[src/rtl/tick_src_select.sv]
// tick_src_select: debounced, glitch-free selection of one of N_CH single-cycle tick strobes.
// Select changes pass a 2-flop sync and stability filter, then take effect through a 1-cycle SWITCH state.
module tick_src_select #(
    parameter int N_CH      = 4,
    parameter int SEL_W     = 2,
    parameter int DB_CYCLES = 16,
    parameter int RST_SEL   = 0
) (
    input  logic             clk,
    input  logic             rst_n,
    input  logic [N_CH-1:0]  tick_i,
    input  logic [SEL_W-1:0] sw,
    input  logic             en,
    output logic             tick_o,
    output logic [SEL_W-1:0] sel_o,
    output logic             switching_o
);
    localparam int               CNT_W   = $clog2(DB_CYCLES);
    localparam logic [CNT_W-1:0] DB_MAX  = CNT_W'(DB_CYCLES - 1);
    localparam logic [SEL_W-1:0] SEL_RST = SEL_W'(RST_SEL);
    localparam logic [SEL_W:0]   NCH_LIM = (SEL_W + 1)'(N_CH);

    typedef enum logic {RUN, SWITCH} state_t;

    state_t           r_state, w_next;
    logic [SEL_W-1:0] r_sw_meta, r_sw_s, r_cand, r_sel;
    logic [CNT_W-1:0] r_db_cnt;
    logic             r_tick;
    logic             w_stable, w_req;

    always_ff @(posedge clk or negedge rst_n) begin
        if (!rst_n) begin
            r_sw_meta <= SEL_RST;
            r_sw_s    <= SEL_RST;
            r_cand    <= SEL_RST;
            r_db_cnt  <= '0;
        end else begin
            r_sw_meta <= sw;
            r_sw_s    <= r_sw_meta;
            if (r_sw_s != r_cand) begin
                r_cand   <= r_sw_s;
                r_db_cnt <= '0;
            end else if (r_db_cnt != DB_MAX) begin
                r_db_cnt <= r_db_cnt + 1'b1;
            end
        end
    end

    // Unmapped select codes never request a switch.
    assign w_stable = (r_db_cnt == DB_MAX);
    assign w_req    = w_stable && (r_cand != r_sel) && ({1'b0, r_cand} < NCH_LIM);

    always_comb begin
        w_next = RUN;
        if (r_state == RUN && w_req) w_next = SWITCH;
    end

    // The SWITCH cycle blanks the tick so no source can contribute twice.
    always_ff @(posedge clk or negedge rst_n) begin
        if (!rst_n) begin
            r_state <= RUN;
            r_sel   <= SEL_RST;
            r_tick  <= 1'b0;
        end else begin
            r_state <= w_next;
            r_tick  <= (r_state == RUN) ? (en & tick_i[r_sel]) : 1'b0;
            if (r_state == SWITCH) r_sel <= r_cand;
        end
    end

    assign tick_o      = r_tick;
    assign sel_o       = r_sel;
    assign switching_o = (r_state == SWITCH);
endmodule
[config.mk]
export PLATFORM = sky130hd
export DESIGN_NAME = tick_src_select
export DESIGN_NICKNAME = d
export VERILOG_FILES = /design/src/rtl/tick_src_select.sv
export SDC_FILE = /design/constraint.sdc
export NUM_CORES = 1
export LEC_CHECK = 0
export ABC_CLOCK_PERIOD_IN_PS = 1510
export BUFFER_PORTS_ARGS = -buffer_cell sky130_fd_sc_hd__buf_4
export CAP_MARGIN = 0
export CORE_AREA = 2 2 39 41
export DETAILED_ROUTE_END_ITERATION = 8
export DIE_AREA = 0 0 41 43
export PLACE_DENSITY = 0.64
export SLEW_MARGIN = 20
export SYNTH_ARGS = -nofsm -noshare
export SYNTH_HDL_FRONTEND = slang
export SYNTH_SLANG_ARGS = --single-unit
[constraint.sdc]
create_clock -name clk -period 1.51 [get_ports clk]
set_input_delay 0.302 -clock clk [delete_from_list [all_inputs] [get_ports clk]]
set_output_delay 0.302 -clock clk [all_outputs]
set_load 0.05 [all_outputs]
==> results.txt, run 1 <==
----------------------------------------------------
[Global route]
  Tot GR Track Use ... 0.1150
  Total global routing overflow ... 0
  Maximum number of pins on one net before global-route repair ... 15
  Via count of the first global-routing pass ... 347
  Global-route wire length before repair ... 1352 um
  Antenna violations before repair ... 0

[Placement]
  Number of buffers added on ports ... 12
  Area post-placement ... 655.6 um^2
  HPWL after detailed placement ... 637 um
  Placer congestion estimate ... 0.7000
  Pre-CTS worst setup slack ... 0.3021 ns

[Synthesis]
  Adder and majority cell fraction of the synthesized area ... 0.02262
  Largest family of logic cells by synthesized area ... simple AND/OR/NAND/NOR gates
  Cell area after synthesis ... 553.0 um^2
  Multiplexer share of the synthesized area ... 0.07692
  Portion of the post-synthesis area used by sequential elements ... 0.6335
  Fraction of the mapped netlist area in simple logic gates ... 0.1018
  Fraction of the mapped netlist area in compound gates ... 0.06561
  Xor and xnor area share after synthesis ... 0.07919
  Cell count after synthesis ... 43
  Count of unique library cells instantiated by Yosys ... 16
  Flip-flop and latch count after synthesis ... 14
  Yosys warning total ... 0
  Mapped Avg Cell Area ... 12.86 um^2
  Syn Nets ... 53

[Floorplanning]
  Die height ... 43 um
  Die width ... 41 um
  Area enclosed by the die boundary ... 1763 um^2
  Effective utilization at floorplan ... 0.3996
  Cell row count ... 14
  Top-level port count ... 13
  Total core area ... 1384 um^2

[Clocking]
  Number of sinks handled by clock tree synthesis ... 14
  CTS tree ... yes
  Htree depth ... 1
  Post-CTS setup-driven buffer insertion count ... 0
  Count of instances resized after the clock tree is built ... 0
  Clock Path Buffers ... 2
  Hold-fix buffers, CTS ... 1
  Cell at the root of the clock tree ... clkbuf_4
  Clock transition time at the flip-flop clock pins of the worst setup and hold paths ... 0.08 ns
  Clock Latency Late Sink ... 0.27 ns
  Number of buffers created by CTS ... 3

[Timing]
  Transition time at the pin with the least slew margin ... 0.2679 ns
  Max-Slew Margin vs Limit ... 0.8203
  Final worst hold slack ... 0.1384 ns
  Setup clock skew after layout ... 0.007484 ns
  Highest attainable clock frequency ... 0.7972 GHz
  Min Clock Period, post-route ... 1.254 ns
  Setup_tns ... 0 ns
  Worst path setup slack after routing ... 0.2556 ns
  Final-report max-slew violation count ... 0
  Number of hold violations in the final report ... 0
  Final Cycle Share ... 0.8307
  Number of failing setup endpoints in the final timing report ... 0
  Unrepaired setup endpoints after global routing ... no

[Setup path]
  Worst EP arrival ... 0.95 ns
  CP Cell Sequence ... buf_4
  Required time of the critical path ... 1.21 ns
  Highest fanout seen on the critical path ... 5
  Element type at the critical path end ... output pin
  CP max-delay cell ... dfrtp_1
  Critical path type ... reg -> out
  Critical Path Source Type ... flop
  Dominant delay contributor by cell family on the critical path ... flip-flops
  Crit-path max cell delay ... 0.45 ns
  Buffer and inverter count on the worst path ... 1

[Detailed routing]
  Count of antenna-violating nets left after detailed routing ... 0
  # DRC ... 0
  Initial DRC count ... 1
  Number of iterations in the first detailed-routing pass ... 2
  Ratio of routed vias to standard cells ... 4.838
  Average wire length per cell after detail routing ... 11.46 um
  Total routed wirelength ... 848 um
  Routed via count ... 358

[Cells and area]
  Share of layout cells above drive strength 1 ... 0.2931
  Number of fillers in the final layout ... 127
  Top library cells by usage in the layout, fill and taps aside ... dfrtp_1, buf_4, xnor2_1, nor2_1, clkbuf_4
  Most common library cell in the layout ignoring fill and taps ... dfrtp_1
  Area growth from synthesis to layout ... 26.92%
  Final design instance area without fill ... 701.9 um^2
  Final Net Count ... 69
  Antenna diode count ... 0

[Power and ir drop]
  Power density over cell area ... 1022 nW/um^2
  Worst ir drop on vdd ... 633.4 uV
  Static power due to leakage ... 0.3351 nW
  Overall power after layout ... 0.7177 mW

[Worst hold path]
  Class of the most critical hold timing path ... in -> reg

[Run]
  Number of violations of the max-capacitance limit ... 0

[Outcome]
  Run status ... finished, final reports clean

----------------------------------------------------
==> through the flow <==
stage                     utilization  std cells
after floorplan                     -         43
after global placement         0.4738         69
after detailed placement       0.4738         69
after CTS                      0.5072         74
after global routing           0.5072         74
final                          0.5072         74
==> worst paths after layout <==
kind	from	end	slack [ns]	cells after the start
worst min-delay path	sw[0]	r_sw_meta[0]$_DFF_PN0_	0.14	1
min in group asynchronous	rst_n	tick_o$_DFF_PN0_	0.40	2
max in group asynchronous	rst_n	r_sw_s[1]$_DFF_PN0_	0.94	2
worst max register to register	r_db_cnt[0]$_DFFE_PN0P_	r_db_cnt[1]$_DFFE_PN0P_	0.29	4
worst min register to register	r_sw_meta[0]$_DFF_PN0_	r_sw_s[0]$_DFF_PN0_	0.36	0
worst max-delay path	switching_o$_DFF_PN0_	switching_o	0.26	1
==> cell families (layout without fill, tap and decap cells) <==
kind of cell | Yosys count | after routing
flops | 14 | 14
xor+xnor | 5 | 5
simple gates | 12 | 12
buf+inv | 3 | 18
mux | 4 | 4
compound gates | 4 | 4
fa+ha+maj | 1 | 1
==> registers in the layout, indices dropped and copies added, names as in the netlist <==
register     count
r_db_cnt         4
tick_o           1
switching_o      1
sel_o            2
r_sw_s           2
r_cand           2
r_sw_meta        2
==> layer usage <==
layer | global-route usage | vias to the layer above | routed length [um]
met5 | 0 | - | 0
met4 | 0.04000 | 0 | 0
met3 | 0.04712 | 0 | 73
met2 | 0.1844 | 13 | 390
met1 | 0.1315 | 168 | 384
li1 | - | 177 | -
==> where the power goes <==
group | switching [mW] | total (mW) | internal, mW | leakage [nW]
registers | 0.0110 | 0.400 | 0.389 | 0.180
clock network | 0.112 | 0.258 | 0.146 | 0.0210
logic | 0.0280 | 0.0596 | 0.0316 | 0.135
==> cell usage after synthesis <==
cell       count  share of area
nor3_1         2          0.018
mux2i_1        2          0.036
nand2_1        2          0.014
ha_1           1          0.023
inv_1          1         0.0068
a2111oi_2      1          0.027
clkbuf_1       2          0.014
nand3_1        2          0.018
nor2_1         4          0.027
a211oi_1       2          0.027
dfrtp_1       14           0.63
a31oi_1        1          0.011
xnor2_1        5          0.079
nor2b_1        1          0.011
mux2_1         2          0.041
nor3b_1        1          0.014
==> area by class of cell <==
class / instances / area (um^2) / share of cell area
multi-input cells: 26 / 191.4 / 0.2727
repair buffers: 13 / 100.1 / 0.1426
flip-flops and latches: 14 / 350.3 / 0.4991
inverters: 1 / 3.754 / 0.005348
clock buffers: 4 / 36.28 / 0.05169
well taps: 16 / 20.02 / 0.02852
No activity file was read; power rests on OpenSTA's default activity.
==> run 2, diff against run 1 <==
ABC_AREA = 1   (was not set)
ABC_CLOCK_PERIOD_IN_PS = 1240   (was 1510)
PLACE_DENSITY = 0.73   (was 0.64)
clock period = 1.24 ns   (was 1.51 ns; I/O delays follow)
==> results.txt, run 2 <==
----------------------------------------------------
[Detailed routing]
  Wire length on met2 ... 512 um
  Number of iterations in the first detailed-routing pass ... 4
  Ratio of routed vias to standard cells ... 4.646
  Average wire length per cell after detail routing ... 9.708 um
  # DRC ... 0
  Routed via count ... 525
  M1 WL ... 522 um
  Count of antenna-violating nets left after detailed routing ... 0
  Met3 wirelength from detailed routing ... 43 um
  Total routed wirelength ... 1097 um
  Top layer in use ... met4
  Initial DRC count ... 9

[Clocking]
  Clock transition time at the flip-flop clock pins of the worst setup and hold paths ... 0.08 ns
  Post-CTS setup-driven buffer insertion count ... 0
  Cell at the root of the clock tree ... clkbuf_4
  Clock Latency Late Sink ... 0.27 ns
  Clock Path Buffers ... 2
  CTS tree ... yes
  Number of sinks handled by clock tree synthesis ... 14
  Htree depth ... 1
  Number of buffers created by CTS ... 3

[Floorplanning]
  Total core area ... 1384 um^2
  Top-level port count ... 13
  Die height ... 43 um
  Effective utilization at floorplan ... 0.4738
  Die width ... 41 um
  Area enclosed by the die boundary ... 1763 um^2
  Cell row count ... 14

[Setup path]
  Buffer and inverter count on the worst path ... 1
  Highest fanout seen on the critical path ... 7
  Required time of the critical path ... 0.99 ns
  Dominant delay contributor by cell family on the critical path ... flip-flops
  Element type at the critical path end ... output pin
  Critical Path Source Type ... flop
  Worst EP arrival ... 0.93 ns
  Logic depth of the worst register-to-register path ... 4
  Crit-path max cell delay ... 0.45 ns
  Stages on the worst setup path ... 1
  Critical path type ... reg -> out
  CP max-delay cell ... dfrtp_2
  CP Cell Sequence ... buf_4

[Synthesis]
  Predominant post-synthesis flop cell ... dfrtp_1
  Portion of the post-synthesis area used by sequential elements ... 0.5344
  Count of unique library cells instantiated by Yosys ... 17
  Leading cell types by count after synthesis ... nand2_1, dfrtp_1, inv_1
  Share of synthesized flip-flops with an asynchronous set or reset ... 1.000
  Top-count cell post-synth ... nand2_1
  Synth top area share ... 0.5344
  Cell count after synthesis ... 82
  Ranking of synthesized cells by area ... dfrtp_1, nand2_1, inv_1
  Mapped Avg Cell Area ... 7.995 um^2
  Yosys warning total ... 0
  Yosys top cell by area ... dfrtp_1
  Syn Nets ... 92
  Cell area after synthesis ... 655.6 um^2
  Flip-flop and latch count after synthesis ... 14
  Post-synth EDFFs ... 0

[Worst hold path]
  Class of the most critical hold timing path ... in -> reg
  Worst hold stages ... 1

[Cells and area]
  Number of flip-flops in the largest register ... 4
  Most common library cell in the layout ignoring fill and taps ... nand2_1
  Share of layout cells above drive strength 1 ... 0.2680
  Util after Layout ... 0.5832
  Number of fillers in the final layout ... 129
  Final design instance area without fill ... 807.0 um^2
  Area growth from synthesis to layout ... 23.09%
  Top library cells by usage in the layout, fill and taps aside ... nand2_1, buf_4, dfrtp_1, inv_1, nor2_1
  Largest Register ... r_db_cnt
  Antenna diode count ... 0
  Final Net Count ... 108

[Power and ir drop]
  Worst ir drop on vdd ... 772.1 uV
  Power density over cell area ... 1102 nW/um^2
  Static power due to leakage ... 0.4200 nW

[Global route]
  Global-route wire length before repair ... 2035 um
  Via count of the first global-routing pass ... 511
  Total global routing overflow ... 0
  Tot GR Track Use ... 0.1728
  Antenna violations before repair ... 0
  Maximum number of pins on one net before global-route repair ... 15

[Timing]
  Transition time at the pin with the least slew margin ... 0.1931 ns
  Setup clock skew after layout ... 0.003049 ns
  Worst path setup slack after routing ... 0.06359 ns
  Unrepaired setup endpoints after global routing ... no
  Final-report max-slew violation count ... 0
  Number of failing setup endpoints in the final timing report ... 0
  Highest attainable clock frequency ... 0.8500 GHz
  Max-Slew Margin vs Limit ... 0.8712
  Setup_tns ... 0 ns
  Min Clock Period, post-route ... 1.176 ns
  Final Cycle Share ... 0.9487
  Number of hold violations in the final report ... 0

[Placement]
  Placer congestion estimate ... 0.7339
  Number of buffers added on ports ... 12
  Pre-CTS worst setup slack ... 0.1192 ns
  Area post-placement ... 758.2 um^2
  HPWL after detailed placement ... 846.8 um

[Outcome]
  Run status ... finished, final reports clean

[Run]
  Number of violations of the max-capacitance limit ... 0

----------------------------------------------------
run 2: cell types whose count changed in the layout (fill, tap and decap cells not counted), moves of 3 or more:
cell and delta:
o21ai_0 +3, inv_1 +9, nand2_1 +31, xnor2_1 -4
run 2: repair_timing:
| item | 4_1_cts | 5_1_grt |
|---|---|---|
| hold endpoints to repair | 14 | 0 |
| endpoints found under the setup margin | 0 | 2 |
| gates resized for setup | 0 | 2 |
| hold buffers | 1 | 0 |
run 2: layout make-up:
| cell class | count | area (um^2) | share of cell area |
|---|---|---|---|
| well taps | 16 | 20.02 | 0.02481 |
| multi-input cells | 54 | 252.7 | 0.3132 |
| clock buffers | 4 | 36.28 | 0.04496 |
| flip-flops and latches | 14 | 352.8 | 0.4372 |
| repair buffers | 13 | 100.1 | 0.1240 |
| inverters | 12 | 45.04 | 0.05581 |
run 2: worst paths after layout:
kind | startpoint | end | slack, ns
max | switching_o$_DFF_PN0_ | switching_o | 0.06
max reg2reg | r_db_cnt[0]$_DFFE_PN0P_ | r_db_cnt[2]$_DFFE_PN0P_ | 0.11
min in group asynchronous | rst_n | switching_o$_DFF_PN0_ | 0.35
min | sw[0] | r_sw_meta[0]$_DFF_PN0_ | 0.07
min reg2reg | r_sw_meta[1]$_DFF_PN0_ | r_sw_s[1]$_DFF_PN0_ | 0.36
max in group asynchronous | rst_n | sel_o[0]$_DFFE_PN0P_ | 0.72
run 2: per-layer routing:
layer,global-route usage,vias up
met5,0,-
met4,0.08000,0
met3,0.04712,3
met2,0.2656,14
met1,0.2160,229
li1,-,279
run 2: cell families after synthesis:
group,count (synthesis),share of synthesized area
buf+inv,14,0.08017
flops,14,0.5344
fa+ha+maj,1,0.01908
xor+xnor,1,0.01336
compound gates,6,0.05724
simple gates,46,0.2958
run 2: power by group:
group / switching [mW] / total, mW / internal, mW
clock: 0.142 / 0.321 / 0.179
sequential: 0.0145 / 0.486 / 0.472
combinational: 0.0443 / 0.0818 / 0.0375
total: 0.201 / 0.889 / 0.688
run 2: metrics by stage:
stage	power [mW]	hold slack [ns]	std cells
floorplan	0.5374	-0.04759	82
global placement	0.5723	0.1057	108
detailed placement	0.5761	0.1078	108
CTS	0.9048	0.06548	113
global route	0.9494	0.04734	113
finish	0.8891	0.07291	113
